`config.mk`:
```
export PLATFORM = sky130hd
export DESIGN_NAME = mem_responder_flat
export DESIGN_NICKNAME = d
export VERILOG_FILES = /design/src/rtl/mem_responder_if.sv /design/src/rtl/mem_responder.sv /design/src/flat_wrapper.sv
export SDC_FILE = /design/constraint.sdc
export NUM_CORES = 2
export LEC_CHECK = 0
export ABC_CLOCK_PERIOD_IN_PS = 2910
export BUFFER_PORTS_ARGS = -buffer_cell sky130_fd_sc_hd__buf_2
export CORE_UTILIZATION = 50
export CTS_BUF_LIST = sky130_fd_sc_hd__clkbuf_4
export CTS_CLUSTER_SIZE = 24
export DETAILED_ROUTE_END_ITERATION = 8
export PLACE_DENSITY = 0.77
export RECOVER_POWER = 25
export SYNTH_ARGS = -nofsm -noshare
export SYNTH_HDL_FRONTEND = slang
export SYNTH_SLANG_ARGS = --single-unit
```
`constraint.sdc`:
```
create_clock -name clk -period 2.91 [get_ports clk]
set_clock_uncertainty 0.2 [all_clocks]
set_input_delay 0.4365 -clock clk [delete_from_list [all_inputs] [get_ports clk]]
set_output_delay 0.4365 -clock clk [all_outputs]
set_load 0.03 [all_outputs]
```
`src/rtl/mem_responder_if.sv`:
```
// Request/response bus for mem_responder.
//   req   : request strobe, sampled on the rising clock edge
//   wr    : 1 = write, 0 = read, sampled with req
//   addr  : byte address, sampled with req
//   wdata : write data, sampled with req
//   rdata : registered read data
//   busy  : a request is outstanding
//   done  : one-cycle completion pulse
//   err   : failed access, meaningful only while done is high
interface mem_responder_if;
    logic        req;
    logic        wr;
    logic [31:0] addr;
    logic [31:0] wdata;
    logic [31:0] rdata;
    logic        busy;
    logic        done;
    logic        err;

    modport master (
        output req, wr, addr, wdata,
        input  rdata, busy, done, err
    );

    modport slave (
        input  req, wr, addr, wdata,
        output rdata, busy, done, err
    );
endinterface

```
`src/rtl/mem_responder.sv`:
```
// Fixed-latency word memory responder.
// A request is accepted in IDLE or RESP, waits LATENCY clock edges in WAIT,
// then completes in RESP with a one-cycle done pulse. Storage is DEPTH_WORDS
// 32-bit words addressed by addr[31:2]; misaligned or out-of-range accesses
// complete with err=1 and have no side effects.
// Ports:
//   clk   : clock, rising edge active
//   reset : asynchronous active-low reset; clears state, storage and outputs
//   bus   : mem_responder_if slave modport (req/wr/addr/wdata in,
//           rdata/busy/done/err out, all outputs registered)
module mem_responder #(
    parameter int LATENCY     = 3,
    parameter int DEPTH_WORDS = 64
) (
    input  logic            clk,
    input  logic            reset,
    mem_responder_if.slave  bus
);

    localparam int IDX_W = (DEPTH_WORDS > 1) ? $clog2(DEPTH_WORDS) : 1;

    typedef enum logic [1:0] {
        ST_IDLE = 2'd0,
        ST_WAIT = 2'd1,
        ST_RESP = 2'd2
    } state_t;

    state_t             state_q;
    logic [2:0]         cnt_q;
    logic               wr_q;
    logic [31:0]        addr_q;
    logic [31:0]        wdata_q;
    logic [31:0]        rdata_q;
    logic               busy_q;
    logic               done_q;
    logic               err_q;
    logic [31:0]        mem_q [DEPTH_WORDS];

    logic               valid_s;
    logic [IDX_W-1:0]   idx_s;

    // Decode the captured address into a word index and a validity flag.
    always_comb begin
        valid_s = (addr_q[1:0] == 2'b00) &&
                  ({2'b00, addr_q[31:2]} < 32'(DEPTH_WORDS));
        idx_s   = addr_q[IDX_W+1:2];
    end

    // Request FSM, storage and registered outputs.
    always_ff @(posedge clk or negedge reset) begin
        if (!reset) begin
            state_q <= ST_IDLE;
            cnt_q   <= 3'd0;
            wr_q    <= 1'b0;
            addr_q  <= 32'd0;
            wdata_q <= 32'd0;
            rdata_q <= 32'd0;
            busy_q  <= 1'b0;
            done_q  <= 1'b0;
            err_q   <= 1'b0;
            for (int i = 0; i < DEPTH_WORDS; i++) begin
                mem_q[i] <= 32'd0;
            end
        end else begin
            case (state_q)
                // RESP accepts just like IDLE so requests can run back-to-back.
                ST_IDLE, ST_RESP: begin
                    done_q <= 1'b0;
                    err_q  <= 1'b0;
                    if (bus.req) begin
                        wr_q    <= bus.wr;
                        addr_q  <= bus.addr;
                        wdata_q <= bus.wdata;
                        cnt_q   <= 3'(LATENCY - 1);
                        busy_q  <= 1'b1;
                        state_q <= ST_WAIT;
                    end else begin
                        busy_q  <= 1'b0;
                        state_q <= ST_IDLE;
                    end
                end
                // req is ignored here; the captured fields stay frozen.
                ST_WAIT: begin
                    if (cnt_q == 3'd0) begin
                        busy_q  <= 1'b0;
                        done_q  <= 1'b1;
                        err_q   <= ~valid_s;
                        state_q <= ST_RESP;
                        if (valid_s) begin
                            if (wr_q) begin
                                mem_q[idx_s] <= wdata_q;
                            end else begin
                                rdata_q <= mem_q[idx_s];
                            end
                        end else begin
                            rdata_q <= rdata_q;
                        end
                    end else begin
                        cnt_q <= cnt_q - 3'd1;
                    end
                end
                default: begin
                    busy_q  <= 1'b0;
                    done_q  <= 1'b0;
                    err_q   <= 1'b0;
                    cnt_q   <= 3'd0;
                    state_q <= ST_IDLE;
                end
            endcase
        end
    end

    assign bus.rdata = rdata_q;
    assign bus.busy  = busy_q;
    assign bus.done  = done_q;
    assign bus.err   = err_q;

endmodule

```
`src/flat_wrapper.sv`:
```
// flat-port wrapper written by rule: the top's interface ports become plain ports
module mem_responder_flat 
#(
    parameter int LATENCY     = 3,
    parameter int DEPTH_WORDS = 64
)
  (clk, reset, bus_req, bus_wr, bus_addr, bus_wdata, bus_rdata, bus_busy, bus_done, bus_err);
  mem_responder_if bus_i ();
  input  logic clk;
  input  logic reset;
  input wire logic [$bits(bus_i.req)-1:0] bus_req;
  input wire logic [$bits(bus_i.wr)-1:0] bus_wr;
  input wire logic [$bits(bus_i.addr)-1:0] bus_addr;
  input wire logic [$bits(bus_i.wdata)-1:0] bus_wdata;
  output wire logic [$bits(bus_i.rdata)-1:0] bus_rdata;
  output wire logic [$bits(bus_i.busy)-1:0] bus_busy;
  output wire logic [$bits(bus_i.done)-1:0] bus_done;
  output wire logic [$bits(bus_i.err)-1:0] bus_err;
  assign bus_i.req = bus_req;
  assign bus_i.wr = bus_wr;
  assign bus_i.addr = bus_addr;
  assign bus_i.wdata = bus_wdata;
  assign bus_rdata = bus_i.rdata;
  assign bus_busy = bus_i.busy;
  assign bus_done = bus_i.done;
  assign bus_err = bus_i.err;
  mem_responder #(.LATENCY(LATENCY), .DEPTH_WORDS(DEPTH_WORDS)) u_core (.clk(clk), .reset(reset), .bus(bus_i));
endmodule
```
# Yosys cells after proc, flatten, opt, wreduce, memory -nomap -nowiden
# Cells that the tools add are included.
# totals
reg_bits	2153
input_bits	68
output_inout_bits	35
wordCells	114
# classes
bitwise_logic	3
n_eq_ne	5
n_lt_le_gt_ge	3
add_sub_neg	1
n_mux	19
reduce_logical	10
# ops
cell	count
2048-bit bitwise mux	1
32-bit binary-select mux with 6-bit select	1
32-bit demux with 6-bit select	1
32-bit 2-to-1 mux	3
30-bit by 7-bit less-than comparator with 1-bit output (second input constant)	1
4-bit AND reduction	2
7-bit >= comparator (second input constant)	1
7-bit by 1-bit less-than comparator with 1-bit output (second input constant)	1
1-bit 2-to-1 mux	7
6-bit inverter with 7-bit output	1
3-bit 2-to-1 mux	2
3-bit case mux with 2 select lines	1
2-bit logical NOT	2
2-bit != test (second input constant)	2
2-bit case mux with 2 select lines	1
2-bit AND reduction	2
3-bit logical NOT	1
3-bit by 1-bit subtractor with 3-bit output (second input constant)	1
2-bit by 1-bit equality test with 1-bit output (second input constant)	1
2-bit equality test (second input constant)	1
1-bit logical AND	2
2-bit 2-to-1 mux	1
2-bit by 1-bit != test with 1-bit output (second input constant)	1
1-bit inverter	2
2 further kinds	2

# Longest topological paths before layout
# logic_depth
word_depth	6
depth_mapped	11
depth_no_buf	8

# Worst setup path before layout
# Ideal clock, no wire load.
# synth_path
kind	reg2reg
startpoint	register u_core.addr_q[2]
endpoint	register u_core.rdata_q[18], in the netlist u_core.bus.rdata[18]
setup_time_ps	129
path_slack_ps	343
period_less_slack_ps	2567
required_time_ps	2581
t_arrival_ps	2238
path_stages_with_launch	12
n_path_buf	5
cell_sequence	dfrtp_1 -> buf_2 -> buf_2 -> buf_2 -> buf_4 -> buf_2 -> mux2i_1 -> o22ai_1 -> o21ai_0 -> nand4_1 -> nor4b_1 -> a21oi_1
# synth_between
elab_chain_len	4
elab_cells_between_ends	7
classes_between	order compare: 1; mux: 3; bitwise: 1; reduce/logical: 2
# synth_rtl
item	line	text
start, declared	mem_responder.sv:31	logic [31:0] addr_q;
start signal, assigned	mem_responder.sv:72	addr_q <= bus.addr;
branches (longest 4 deep; another with 30-bit by 7-bit less-than comparator with 1-bit output)	n/a	
end signal, assigned	mem_responder.sv:93	rdata_q <= mem_q[idx_s];
end signal, assigned	mem_responder.sv:96	rdata_q <= rdata_q;
end, declared	mem_responder.sv:33	logic [31:0] rdata_q;
# Several ways; the timed one is not identified. The select of a mux whose other input is x is not followed.
# A chain may end at the register's enable or synchronous reset.

# Final worst setup path
# layout_path
startpoint	register u_core.addr_q[30]
endpoint	register u_core.mem_q[413] (netlist name)
# layout_between
elab_chain_len	3
# layout_rtl
item	line	text
30-bit by 7-bit less-than comparator with 1-bit output	mem_responder.sv:45	({2'b00, addr_q[31:2]} < 32'(DEPTH_WORDS));
1-bit logical AND	mem_responder.sv:44	valid_s = (addr_q[1:0] == 2'b00) &&
4-bit AND reduction (no source line)	n/a	
end signal, assigned by index	mem_responder.sv:91	mem_q[idx_s] <= wdata_q;
end, declared	mem_responder.sv:37	logic [31:0] mem_q [DEPTH_WORDS];
# No other way between the ends.

==> run metrics <==
worst setup margin=-0.238 ns; clock buffer depth=4; worst path bufs/invs=5; register clock-pin slew on the reported worst setup and hold paths=0.07 ns; critical path type=flop to flop; Worst path max stage delay=around 0.43 ns; Initial Utilization=roughly half; placed insts=9415; die area=196000 um2; first-pass GRT wire length=479000 um; ANT nets after route=0; sequential share of power=40.1%; IO buf count=102; TritonCTS Sinks=2152; CTS root buf=clkbuf_4; DRT Pass-1 Iters=6; clock insertion delay at the later pin of the skew report=1.49 ns; Synthesized Nets=6922; Final Instance Area=between 100000 and 150000 um2; Setup TNS=-210.01 ns; warnings from Yosys=0; Period minus WS final=3.15 ns; share of layout cells above drive strength 1=51.3%; IO Pins=103; largest net degree at the start of global routing=102; Crit path arrival time=about 4.2 ns; unrepaired setup endpoints after global routing=yes; crit path cell chain=nor4_1 -> nand2_1 -> nor3b_4 -> buf_6 -> and3_4 -> buf_12 -> buf_16 -> nand3_4 -> buf_6 -> buf_12 -> mux2_2; Seq/Total Area, Yosys=55.3%; Avg Inst Size Synth=between 10 and 15 um2; Pleak=58.3 nW; Post-DP Area=106000 um2; vias in the first global route=71900; status=finished, violations left; final slew viol count=7; Clock Power Share=30.2%; Iteration-0 DRC Markers=7938; Post-synth EDFFs=0; top-count cell post-synth=dfrtp_1; CTS tree=yes; overall power=85.1 mW; Synth top area share=55.3%; WL final=343000 um; DR vias/cell=6.58; H-tree depth=6; f_max=318 MHz; synth top area cells=dfrtp_1 (55%), mux2_2 (25%), mux2i_1 (4.7%), mux4_2 (3.1%), clkbuf_1 (1.4%); Area growth syn-to-layout=20.0%; Max-Cap Viols=1; WP data required=~4.0 ns; num rows=between 150 and 200; final hold viol count=0; Yosys top cell by area=dfrtp_1; maximum fanout along the worst path=7; NetSw=about 32 mW; worst slew pin tran=1.90 ns; Synth Flop Type=dfrtp_1; Post-Syn Area=approximately 97000 um2; Critical Path Sink Type=flop; wire length per cell=32.4 um; Worst VDD drop=0.00166 V; Slowest-stage cell, CP=dfrtp_1; failing checks=max-capacitance violations, max-slew violations, negative setup slack; Final #Nets=between 7000 and 8000; ys async rst share=between 90% and 100%; Core Box Area=193000 um2; period utilization=108%; DRC Markers=0; total grt overflow=0; CTS Buf Count=approximately 570; Die Width=roughly 440 um; gp weighted congestion=between 0.9 and 1; Syn Inst Count=between 6000 and 7000; number of antenna violations at the first check in global routing=16; placed wire-length estimate=202000 um; max_slew headroom=-26.8%; startpoint type of the worst setup path=flop; overall global routing resource usage=33.2%; combinational share of power=29.7%; CP delay by family, top=simple AND/OR/NAND/NOR gates; sw frac=37.6%; Setup-failing EPs final=2063; Finished Core Util=60.5%; Pint=roughly 53 mW; routed vias=69700; most frequent cells after synthesis=dfrtp_1 (2152), mux2_2 (2126), mux2i_1 (458), clkbuf_1 (363), buf_2 (222); worst hold path type=input port to flop; Unique masters post-synth=68; Non-Filler Instances=about 11000; pwr dens=728 nW/um2; Synth Register Bits=2152; Die H=443 um
==> worst paths after layout <==
kind | startpoint | to | slack (ns) | depth (start not counted)
worst max-delay path | u_core.addr_q[30] | u_core.mem_q[413] | -0.24 | 11
worst min-delay path | bus_req | u_core.state_q[0] | 0.04 | 5
worst max register to register | u_core.addr_q[30] | u_core.mem_q[413] | -0.24 | 11
worst min register to register | u_core.mem_q[1831] | u_core.mem_q[1831] | 0.29 | 1
max in group asynchronous | reset | u_core.mem_q[44] | -0.11 | 6
min in group asynchronous | reset | u_core.mem_q[1175] | 1.29 | 4
==> placed cells by master, fill, tap and decap left out, drive strengths merged, types with 109 or more instances in the layout <==
cell type    instances
a221oi             144
a22oi              141
buf                776
clkbuf             862
dfrtp             2152
dlygate4sd3        175
mux2              2174
mux2i              458
mux4               136
nor2               109
o21ai              110
o22ai              150
==> registers in the layout (all words and copies together), names as in the netlist <==
register and flops:
u_core.wr_q 1, u_core.cnt_q 3, u_core.state_q 1, u_core.addr_q 32, u_core.bus.err 1, u_core.mem_q 2048
u_core.wdata_q 32, u_core.bus.rdata 32, u_core.bus.done 1, u_core.bus.busy 1
==> routing by layer <==
metal | routed length, um | vias up | GRT usage, %
met5 | 285 | - | 0
met4 | 26400 | 12 | 22.3
met3 | 42100 | 1423 | 10.2
met2 | 152000 | 4539 | 50.4
met1 | 122000 | 36200 | 40.8
li1 | - | 27500 | -
==> through the flow <==
stage	hold slack (ns)	setup WS, ns
floorplan	-0.0591	0.343
global placement	0.263	-0.540
detailed placement	0.278	-0.549
CTS	0.0179	-0.0832
global route	0.0971	-0.277
finish	0.0416	-0.238
==> layout make-up <==
class,instances,area [um2]
multi-input combinational,3986,41100
clock buffer,813,6100
antenna,19,47.5
tap,2526,3160
clock inverter,86,520
timing repair buffer,1002,12000
sequential,2152,53900
inverter,6,25.0
fill,14100,76200
==> worst min-delay path, cell delays in order <==
cell	delay, ns
dlygate4sd3_1	0.53
buf_2	0.12
nor2b_4	0.12
buf_12	0.19
nand2b_1	0.18
==> cells by family after synthesis <==
family,Yosys count,share of synthesized area (%)
muxes,2768,33.1
and+or+nand+nor,394,2.08
buffers and inverters,714,3.42
AOI/OAI and AO/OA,822,6.01
DFF,2152,55.3
adders and majority gates,2,0.0257
==> power by group through the flow <==
stage               Combinational [mW]  Clock [mW]  Sequential (mW)
floorplan                         13.3           0             31.2
global placement                  22.8           0             34.3
detailed placement                23.0           0             34.4
CTS                               24.2        25.9             33.9
global route                      25.6        27.6             34.2
finish                            25.3        25.7             34.1
==> what timing repair did <==
action                     in CTS  in global routing
resized for setup             108                 65
buffers inserted               18                 11
hold endpoints to repair     2222                  0
setup endpoints to repair    2073               2058
pin swaps                      13                 12
gates cloned                   15                 38
hold buffers                  176                  0
Note: power is estimated with default switching activity, not from simulation.
